--- config.mk ---
export PLATFORM = sky130hd
export DESIGN_NAME = stream_demux
export DESIGN_NICKNAME = d
export VERILOG_FILES = /design/src/rtl/stream_demux.sv
export SDC_FILE = /design/constraint.sdc
export NUM_CORES = 1
export LEC_CHECK = 0
export CAP_MARGIN = 0
export CORE_MARGIN = 2
export CORE_UTILIZATION = 44
export DETAILED_ROUTE_END_ITERATION = 10
export GPL_TIMING_DRIVEN = 0
export PLACE_DENSITY = 0.79
export SLEW_MARGIN = 10
export SYNTH_ARGS = -nofsm -noshare
export SYNTH_HDL_FRONTEND = slang
export SYNTH_SLANG_ARGS = --single-unit
--- constraint.sdc ---
create_clock -name clk -period 2.5 [get_ports clk]
set_input_delay 0.375 -clock clk [delete_from_list [all_inputs] [get_ports clk]]
set_output_delay 0.375 -clock clk [all_outputs]
set_load 0.005 [all_outputs]
--- src/rtl/stream_demux.sv ---
// 1-to-NUM_CH valid/ready stream demultiplexer with one registered slot per channel.
// Supports unicast by select, broadcast to enabled channels, and a saturating drop counter.
module stream_demux #(
  parameter int DATA_W = 8,
  parameter int NUM_CH = 4,
  parameter int SEL_W  = $clog2(NUM_CH)
) (
  input  logic                     clk,
  input  logic                     rst_n,
  input  logic                     in_valid,
  output logic                     in_ready,
  input  logic [DATA_W-1:0]        in_data,
  input  logic [SEL_W-1:0]         in_sel,
  input  logic                     in_bcast,
  input  logic [NUM_CH-1:0]        ch_en,
  output logic [NUM_CH-1:0]        out_valid,
  input  logic [NUM_CH-1:0]        out_ready,
  output logic [NUM_CH*DATA_W-1:0] out_data,
  input  logic                     drop_clr,
  output logic [7:0]               drop_cnt
);

  logic [NUM_CH-1:0] drain;
  logic [NUM_CH-1:0] free;
  logic [NUM_CH-1:0] target;
  logic [NUM_CH-1:0] load;
  logic              accept;
  logic              drop;
  logic [DATA_W-1:0] slot_data [NUM_CH];

  // Out-of-range selects never match any channel, so they fall through to a drop.
  always_comb begin
    // NOTE: default every always_comb output first so no path can infer a latch.
    target = '0;
    for (int k = 0; k < NUM_CH; k++) begin
      target[k] = ch_en[k] & (in_bcast | (in_sel == SEL_W'(k)));
    end
  end

  assign drain    = out_valid & out_ready;
  assign free     = ~out_valid | drain;
  // All targets must be free together, which is what makes broadcast atomic.
  assign in_ready = rst_n & ~|(target & ~free);
  assign accept   = in_valid & in_ready;
  assign load     = target & {NUM_CH{accept}};
  assign drop     = accept & ~|target;

  // NOTE: sequential state uses non-blocking assignments so every register samples pre-edge values.
  always_ff @(posedge clk or negedge rst_n) begin
    if (!rst_n) begin
      out_valid <= '0;
      // NOTE: the slot array is reset on purpose because out_data must read zero after reset.
      for (int k = 0; k < NUM_CH; k++) slot_data[k] <= '0;
    end else begin
      out_valid <= load | (out_valid & ~drain);
      for (int k = 0; k < NUM_CH; k++) begin
        if (load[k]) slot_data[k] <= in_data;
      end
    end
  end

  always_comb begin
    out_data = '0;
    for (int k = 0; k < NUM_CH; k++) begin
      out_data[k*DATA_W +: DATA_W] = slot_data[k];
    end
  end

  // Clear wins over a coincident drop; the count sticks at its maximum.
  always_ff @(posedge clk or negedge rst_n) begin
    if (!rst_n) begin
      drop_cnt <= '0;
    end else if (drop_clr) begin
      drop_cnt <= '0;
    end else if (drop && drop_cnt != 8'hFF) begin
      drop_cnt <= drop_cnt + 8'd1;
    end
  end

endmodule

==> flow_metrics.py, run 1 <==
metrics = {
    "run_status": {
        "run_status": "finished, final reports clean",
    },
    "finish": {
        "antenna_cells": 0,
        "layout_common_cells": "clkdlybuf4s50_1, dfrtp_1, mux2_2",
        "layout_commonest_cell": "clkdlybuf4s50_1",
        "nNetsFinal": 245,
        "final_area_um2": 2850,
        "final_cell_count_no_fill": 272,
        "layout-drive-gt1-share_pct": 27.0,
        "area_growth_pct": 52.0,
    },
    "drt": {
        "first_pass_iters": 4,
        "wl_per_cell_um": 16.0,
        "ant_nets": 0,
        "vias": 1448,
        "drc": 0,
        "drt-total-wl_um": 4360,
        "initialDrtViolationCount": 78,
        "routed_via_density": 5.32,
    },
    "floorplanning": {
        "start_util_pct": 46.2,
        "num_io_pins": 68,
        "die_h_um": 69.2,
        "die_area_um2": 4790,
        "core_um2": 4060,
        "rows": 23,
        "dieWidth_um": 69.2,
    },
    "logic_synthesis": {
        "synth_cell_types": 31,
        "syn_avg_cell_area_um2": 13.2,
        "yosysSeqAreaShare_pct": 58.8,
        "yosys_warnings": 0,
        "synth_area_um2": 1870,
        "synth_fp_nets": 166,
        "ys_ff_latch": 44,
        "netlist_instances": 142,
    },
    "worst_setup_path": {
        "path_buf_inv": 2,
        "crit_slowest_cell": "or4_4",
        "critPathMaxFanout": 5,
        "worst_setup_path_start_kind": "primary input",
        "crit_required_ns": 2.71,
        "cp.depth": 7,
        "crit_chain": "clkdlybuf4s50_1, o21ai_2, buf_12, nand4_1, or4_4, or4_1, a21oi_1",
        "endpoint_kind": "flip-flop",
        "slowest_delay_ns": 0.59,
        "critical_path_class": "primary input to flip-flop",
        "critical_path.top_delay_family": "simple AND/OR/NAND/NOR gates",
        "arrival_ns": 2.65,
        "reg2reg_depth": 6,
    },
    "pwr": {
        "switching_share_pct": 23.9,
        "finalPower_mw": 2.00,
        "p_switching_mw": 0.479,
        "p_int_mw": 1.52,
        "p_leak_nw": 1.19,
        "seqPwrFrac_pct": 45.7,
        "power.density_nw_per_um2": 702,
        "p_clk_share_pct": 27.1,
        "peakVddDrop_mv": 0.492,
        "combPwrFrac_pct": 27.1,
    },
    "clock_network": {
        "path_clk_slew_ns": 0.08,
        "numCtsBuffers": 5,
        "root_buffer": "clkbuf_8",
        "cts_tree": "done",
        "clock-sinks": 44,
        "cts_max_path_buffers": 2,
        "clk_latency_ns": 0.29,
        "cts_max_level": 2,
    },
    "global_route": {
        "gr-usage-met1_pct": 23.5,
        "grt_pass1_vias": 1514,
        "grt.met2_usage_pct": 31.1,
        "grt-ovfl-total": 0,
        "track_usage_pct": 18.9,
        "gr-usage-met3_pct": 7.27,
        "grt_start_max_net_pins": 38,
        "grt_antenna_before_repair": 0,
        "grt_first_pass_wirelength_um": 7220,
        "grt-busiest-layer": "met2",
    },
    "place": {
        "dpl_worst_slack_ns": -0.416,
        "dpl-instance-area_um2": 2610,
        "io_buffers": 66,
        "dp_hpwl_um": 3150,
        "gp_congestion": 0.798,
        "numPlacedInstances": 259,
    },
    "sta": {
        "clock.fmax_ghz": 0.410,
        "finalCriticalPeriod_ns": 2.44,
        "finalMaxSlewViolations": 0,
        "layout_setup_ws_ns": 0.0590,
        "tightest_slew_ns": 0.376,
        "hold_viol": 0,
        "relSlewSlack_pct": 74.9,
        "rsz0062_at_grt": "false",
        "fin_crit_sh_pct": 97.6,
        "fin_skew_ns": 0.00458,
        "setup_viol": 0,
    },
    "run": {
        "drv_cap": 0,
    },
    "min_path": {
        "hold_class": "primary input to async pin",
    },
}
what timing repair did:
item	CTS	global route
endpoints found under the hold margin	7	0
pin swaps	0	10
resized for setup	0	8
setup endpoints to repair	32	35
hold buffers	1	0
buffers inserted	0	5
layer usage:
| layer | wire (µm) | vias up |
|---|---|---|
| li1 | - | 671 |
| met4 | 23 | 0 |
| met1 | 1930 | 721 |
| met2 | 2090 | 52 |
| met5 | 0 | - |
| met3 | 311 | 4 |
worst reg2reg max path, delay by kind of cell, from the launching register on:
family                   cells  cell delay (ns)
AND/OR/NAND/NOR              4             1.41
AO/OA/AOI/OAI                1             0.18
adder cells (fa/ha/maj)      1             0.24
flip-flops                   1             0.43
flip-flops by register name (all words and copies together), names as in the netlist:
| name | cells |
|---|---|
| out_valid | 4 |
| out_data | 32 |
| drop_cnt | 8 |
power groups by stage:
stage	registers, mW	clock network [mW]	logic, mW
after floorplan	0.934	0	0.149
after global placement	0.920	0	0.513
after detailed placement	0.929	0	0.526
after CTS	0.917	0.559	0.533
after global routing	0.933	0.602	0.582
final	0.914	0.542	0.542
synthesized netlist by cell type:
cell | number | share of area [%]
a21o_1 | 2 | 0.80
a21oi_1 | 5 | 1.3
and3_1 | 3 | 1.0
buf_1 | 1 | 0.20
buf_2 | 1 | 0.27
clkbuf_1 | 1 | 0.20
dfrtp_1 | 44 | 59
ha_1 | 1 | 0.67
inv_1 | 2 | 0.40
mux2_2 | 33 | 20
mux2i_1 | 1 | 0.53
nand2_1 | 4 | 0.80
nand2b_1 | 3 | 1.0
nand3_1 | 3 | 0.80
nand4_1 | 2 | 0.67
nor2_1 | 4 | 0.80
nor2_2 | 4 | 1.3
nor2b_1 | 2 | 0.67
nor4_1 | 1 | 0.33
o211ai_1 | 1 | 0.40
o21ai_0 | 9 | 2.4
o21ai_2 | 3 | 1.4
o21ba_2 | 1 | 0.53
o221ai_2 | 1 | 0.80
o31a_1 | 1 | 0.47
o31ai_1 | 1 | 0.40
or2_2 | 1 | 0.33
or3_1 | 4 | 1.3
or4_1 | 1 | 0.40
or4_4 | 1 | 0.60
xor2_1 | 1 | 0.47
cell families after synthesis:
group           after synthesis  share of synthesized area [%]
simple gates                 33                           10.1
xor+xnor                      1                          0.468
flops                        44                           58.8
compound gates               24                           8.55
fa+ha+maj                     1                          0.668
mux                          34                           20.4
buf+inv                       5                           1.07
final cells by class:
type,instances,area [µm²]
plain buffers,2,11.3
fillers,282,1210
flip-flops and latches,44,1100
inverters,2,7.51
repair buffers,73,778
clock buffers,5,68.8
well taps,50,62.6
multi-input cells,93,772
clock inverters,3,46.3
path summary, 6_finish.rpt:
path	slack, ns	endpoint	start
max in group asynchronous	1.64	out_valid[3]	rst_n
worst max register to register	0.18	drop_cnt[7]	drop_cnt[0]
worst min register to register	0.51	out_data[21]	out_data[21]
worst min-delay path	0.07	out_valid[0]	rst_n
worst max-delay path	0.06	drop_cnt[7]	in_bcast
min in group clk	0.44	drop_cnt[1]	drop_clr
metrics by stage:
step	hold WS, ns	util (%)	TNS [ns]
CTS	0.0733	67.4	-1.91
global placement	0.490	64.0	-65.77
global route	0.0761	70.2	0
detailed placement	0.253	64.4	-13.36
floorplan	0.0794	-	0
finish	0.0704	70.2	0
Note: power is estimated with default switching activity, not from simulation.
==> run 2: changes to the inputs <==
CORE_ASPECT_RATIO = 0.75   (was not set)
PLACE_DENSITY = 0.82   (was 0.79)
==> run 2 against run 1 <==
  * Clock power shrank 22%
  * Routed wire length grew 2.8%
  * Critical path depth is the same
  * Clock skew shrank 0.00099 ns
  * Fmax grew 5.7%
  * Worst setup slack gained 0.13 ns
==> flow_metrics.py, run 2 (same netlist as run 1, synthesis figures left out) <==
metrics = {
    "finish": {
        "layout-drive-gt1-share_pct": 26.5,
        "area_growth_pct": 50.6,
        "final_util_pct": 69.1,
        "antenna_cells": 0,
        "largest_register_ffs": 32,
        "nNetsFinal": 246,
        "layout_commonest_cell": "clkdlybuf4s50_1",
        "final_area_um2": 2820,
        "final_cell_count_no_fill": 278,
        "layout_common_cells": "clkdlybuf4s50_1, dfrtp_1, mux2_2",
    },
    "pwr": {
        "p_int_mw": 1.42,
        "seqPwrFrac_pct": 48.9,
        "p_leak_nw": 1.18,
        "switching_share_pct": 24.5,
        "power.density_nw_per_um2": 665,
        "p_clk_share_pct": 22.6,
        "combPwrFrac_pct": 28.6,
        "p_switching_mw": 0.460,
        "peakVddDrop_mv": 0.500,
    },
    "clock_network": {
        "numCtsBuffers": 5,
        "cts_max_path_buffers": 2,
        "cts_max_level": 2,
        "clk_latency_ns": 0.28,
        "cts_tree": "done",
        "path_clk_slew_ns": 0.08,
        "root_buffer": "clkbuf_8",
        "clock-sinks": 44,
        "hold_buffers": 0,
    },
    "min_path": {
        "hold_class": "primary input to async pin",
    },
    "sta": {
        "setup_viol": 0,
        "clock.fmax_ghz": 0.433,
        "relSlewSlack_pct": 60.0,
        "rsz0062_at_grt": "false",
        "layout_setup_ws_ns": 0.190,
        "finalCriticalPeriod_ns": 2.31,
        "finalMaxSlewViolations": 0,
        "fin_crit_sh_pct": 92.4,
        "setup-tns-final_ns": 0,
        "tightest_slew_ns": 0.600,
        "fin_skew_ns": 0.00359,
        "hold_viol": 0,
    },
    "place": {
        "gp_congestion": 0.758,
        "numPlacedInstances": 264,
        "dpl_worst_slack_ns": -0.382,
        "io_buffers": 66,
        "dpl-instance-area_um2": 2620,
        "dp_hpwl_um": 3050,
    },
    "floorplanning": {
        "dieWidth_um": 79.3,
        "die_h_um": 60.5,
        "start_util_pct": 45.9,
        "core_um2": 4080,
        "num_io_pins": 68,
        "die_area_um2": 4800,
        "rows": 20,
    },
    "global_route": {
        "grt_antenna_before_repair": 0,
        "grt-ovfl-total": 0,
        "grt_first_pass_wirelength_um": 6490,
        "grt_pass1_vias": 1317,
        "track_usage_pct": 18.0,
        "grt_start_max_net_pins": 31,
    },
    "drt": {
        "drt-total-wl_um": 4480,
        "ant_nets": 0,
        "initialDrtViolationCount": 60,
        "first_pass_iters": 4,
        "routed_via_density": 5.27,
        "vias": 1464,
        "wl_per_cell_um": 16.1,
        "drc": 0,
    },
    "run_status": {
        "run_status": "finished, final reports clean",
    },
    "worst_setup_path": {
        "endpoint_kind": "flip-flop",
        "r2r_slack_ns": 0.19,
        "worst_setup_path_start_kind": "flip-flop",
        "critPathMaxFanout": 10,
        "arrival_ns": 2.52,
        "crit_required_ns": 2.71,
        "critical_path_class": "flip-flop to flip-flop",
    },
    "run": {
        "drv_cap": 0,
    },
}
==> run 2: layout make-up <==
cell class              count  area, µm²
clock inverters             1       8.76
inverters                   2       7.51
clock buffers               7       76.3
repair buffers             73        766
plain buffers               3       12.5
flip-flops and latches     44       1100
fillers                   299       1260
multi-input cells          93        779
well taps                  55       68.8
==> run 2: per-layer routing <==
layer  vias to the layer above  part of all wire (%)  track usage, %
li1                        677                     -               -
met4                         0                   1.0            5.17
met1                       730                    45            25.9
met3                         5                   6.0            4.91
met5                         -                     0               0
met2                        52                    48            27.4
==> run 2: stage by stage <==
| stage | hold WS (ns) | power [mW] |
|---|---|---|
| 2_1_floorplan | 0.0794 | 1.08 |
| 3_3_place_gp | 0.490 | 1.43 |
| 3_5_place_dp | 0.316 | 1.45 |
| 4_1_cts | 0.00965 | 1.88 |
| 5_1_grt | 0.00821 | 1.98 |
| 6_report | 0.0126 | 1.88 |
==> run 2: path summary, 6_finish.rpt <==
path,cells past startpoint,from,end
worst max-delay path,7,drop_cnt[0],drop_cnt[4]
worst min-delay path,1,rst_n,out_data[24]
worst max register to register,7,drop_cnt[0],drop_cnt[4]
worst min register to register,1,out_data[26],out_data[26]
max in group asynchronous,2,rst_n,out_data[26]
min in group clk,2,drop_clr,drop_cnt[0]
==> run 2: power groups by stage <==
| stage | sequential [mW] | combinational, mW | clock (mW) |
|---|---|---|---|
| detailed placement | 0.932 | 0.521 | 0 |
| floorplan | 0.934 | 0.149 | 0 |
| global placement | 0.929 | 0.505 | 0 |
| global route | 0.933 | 0.574 | 0.476 |
| CTS | 0.920 | 0.523 | 0.434 |
| finish | 0.917 | 0.536 | 0.424 |
==> run 2: repair_timing <==
| item | 4_1_cts | 5_1_grt |
|---|---|---|
| buffers inserted | 0 | 6 |
| gates resized for setup | 0 | 8 |
| pin swaps | 0 | 6 |
| setup endpoints to repair | 32 | 36 |
==> run 2: worst max-delay path, stage by stage (launching register included) <==
cell	delay [ns]
dfrtp_1	0.42
ha_1	0.24
and3_1	0.21
and3_1	0.17
or4_4	0.52
buf_2	0.21
or3_1	0.33
a21oi_1	0.15
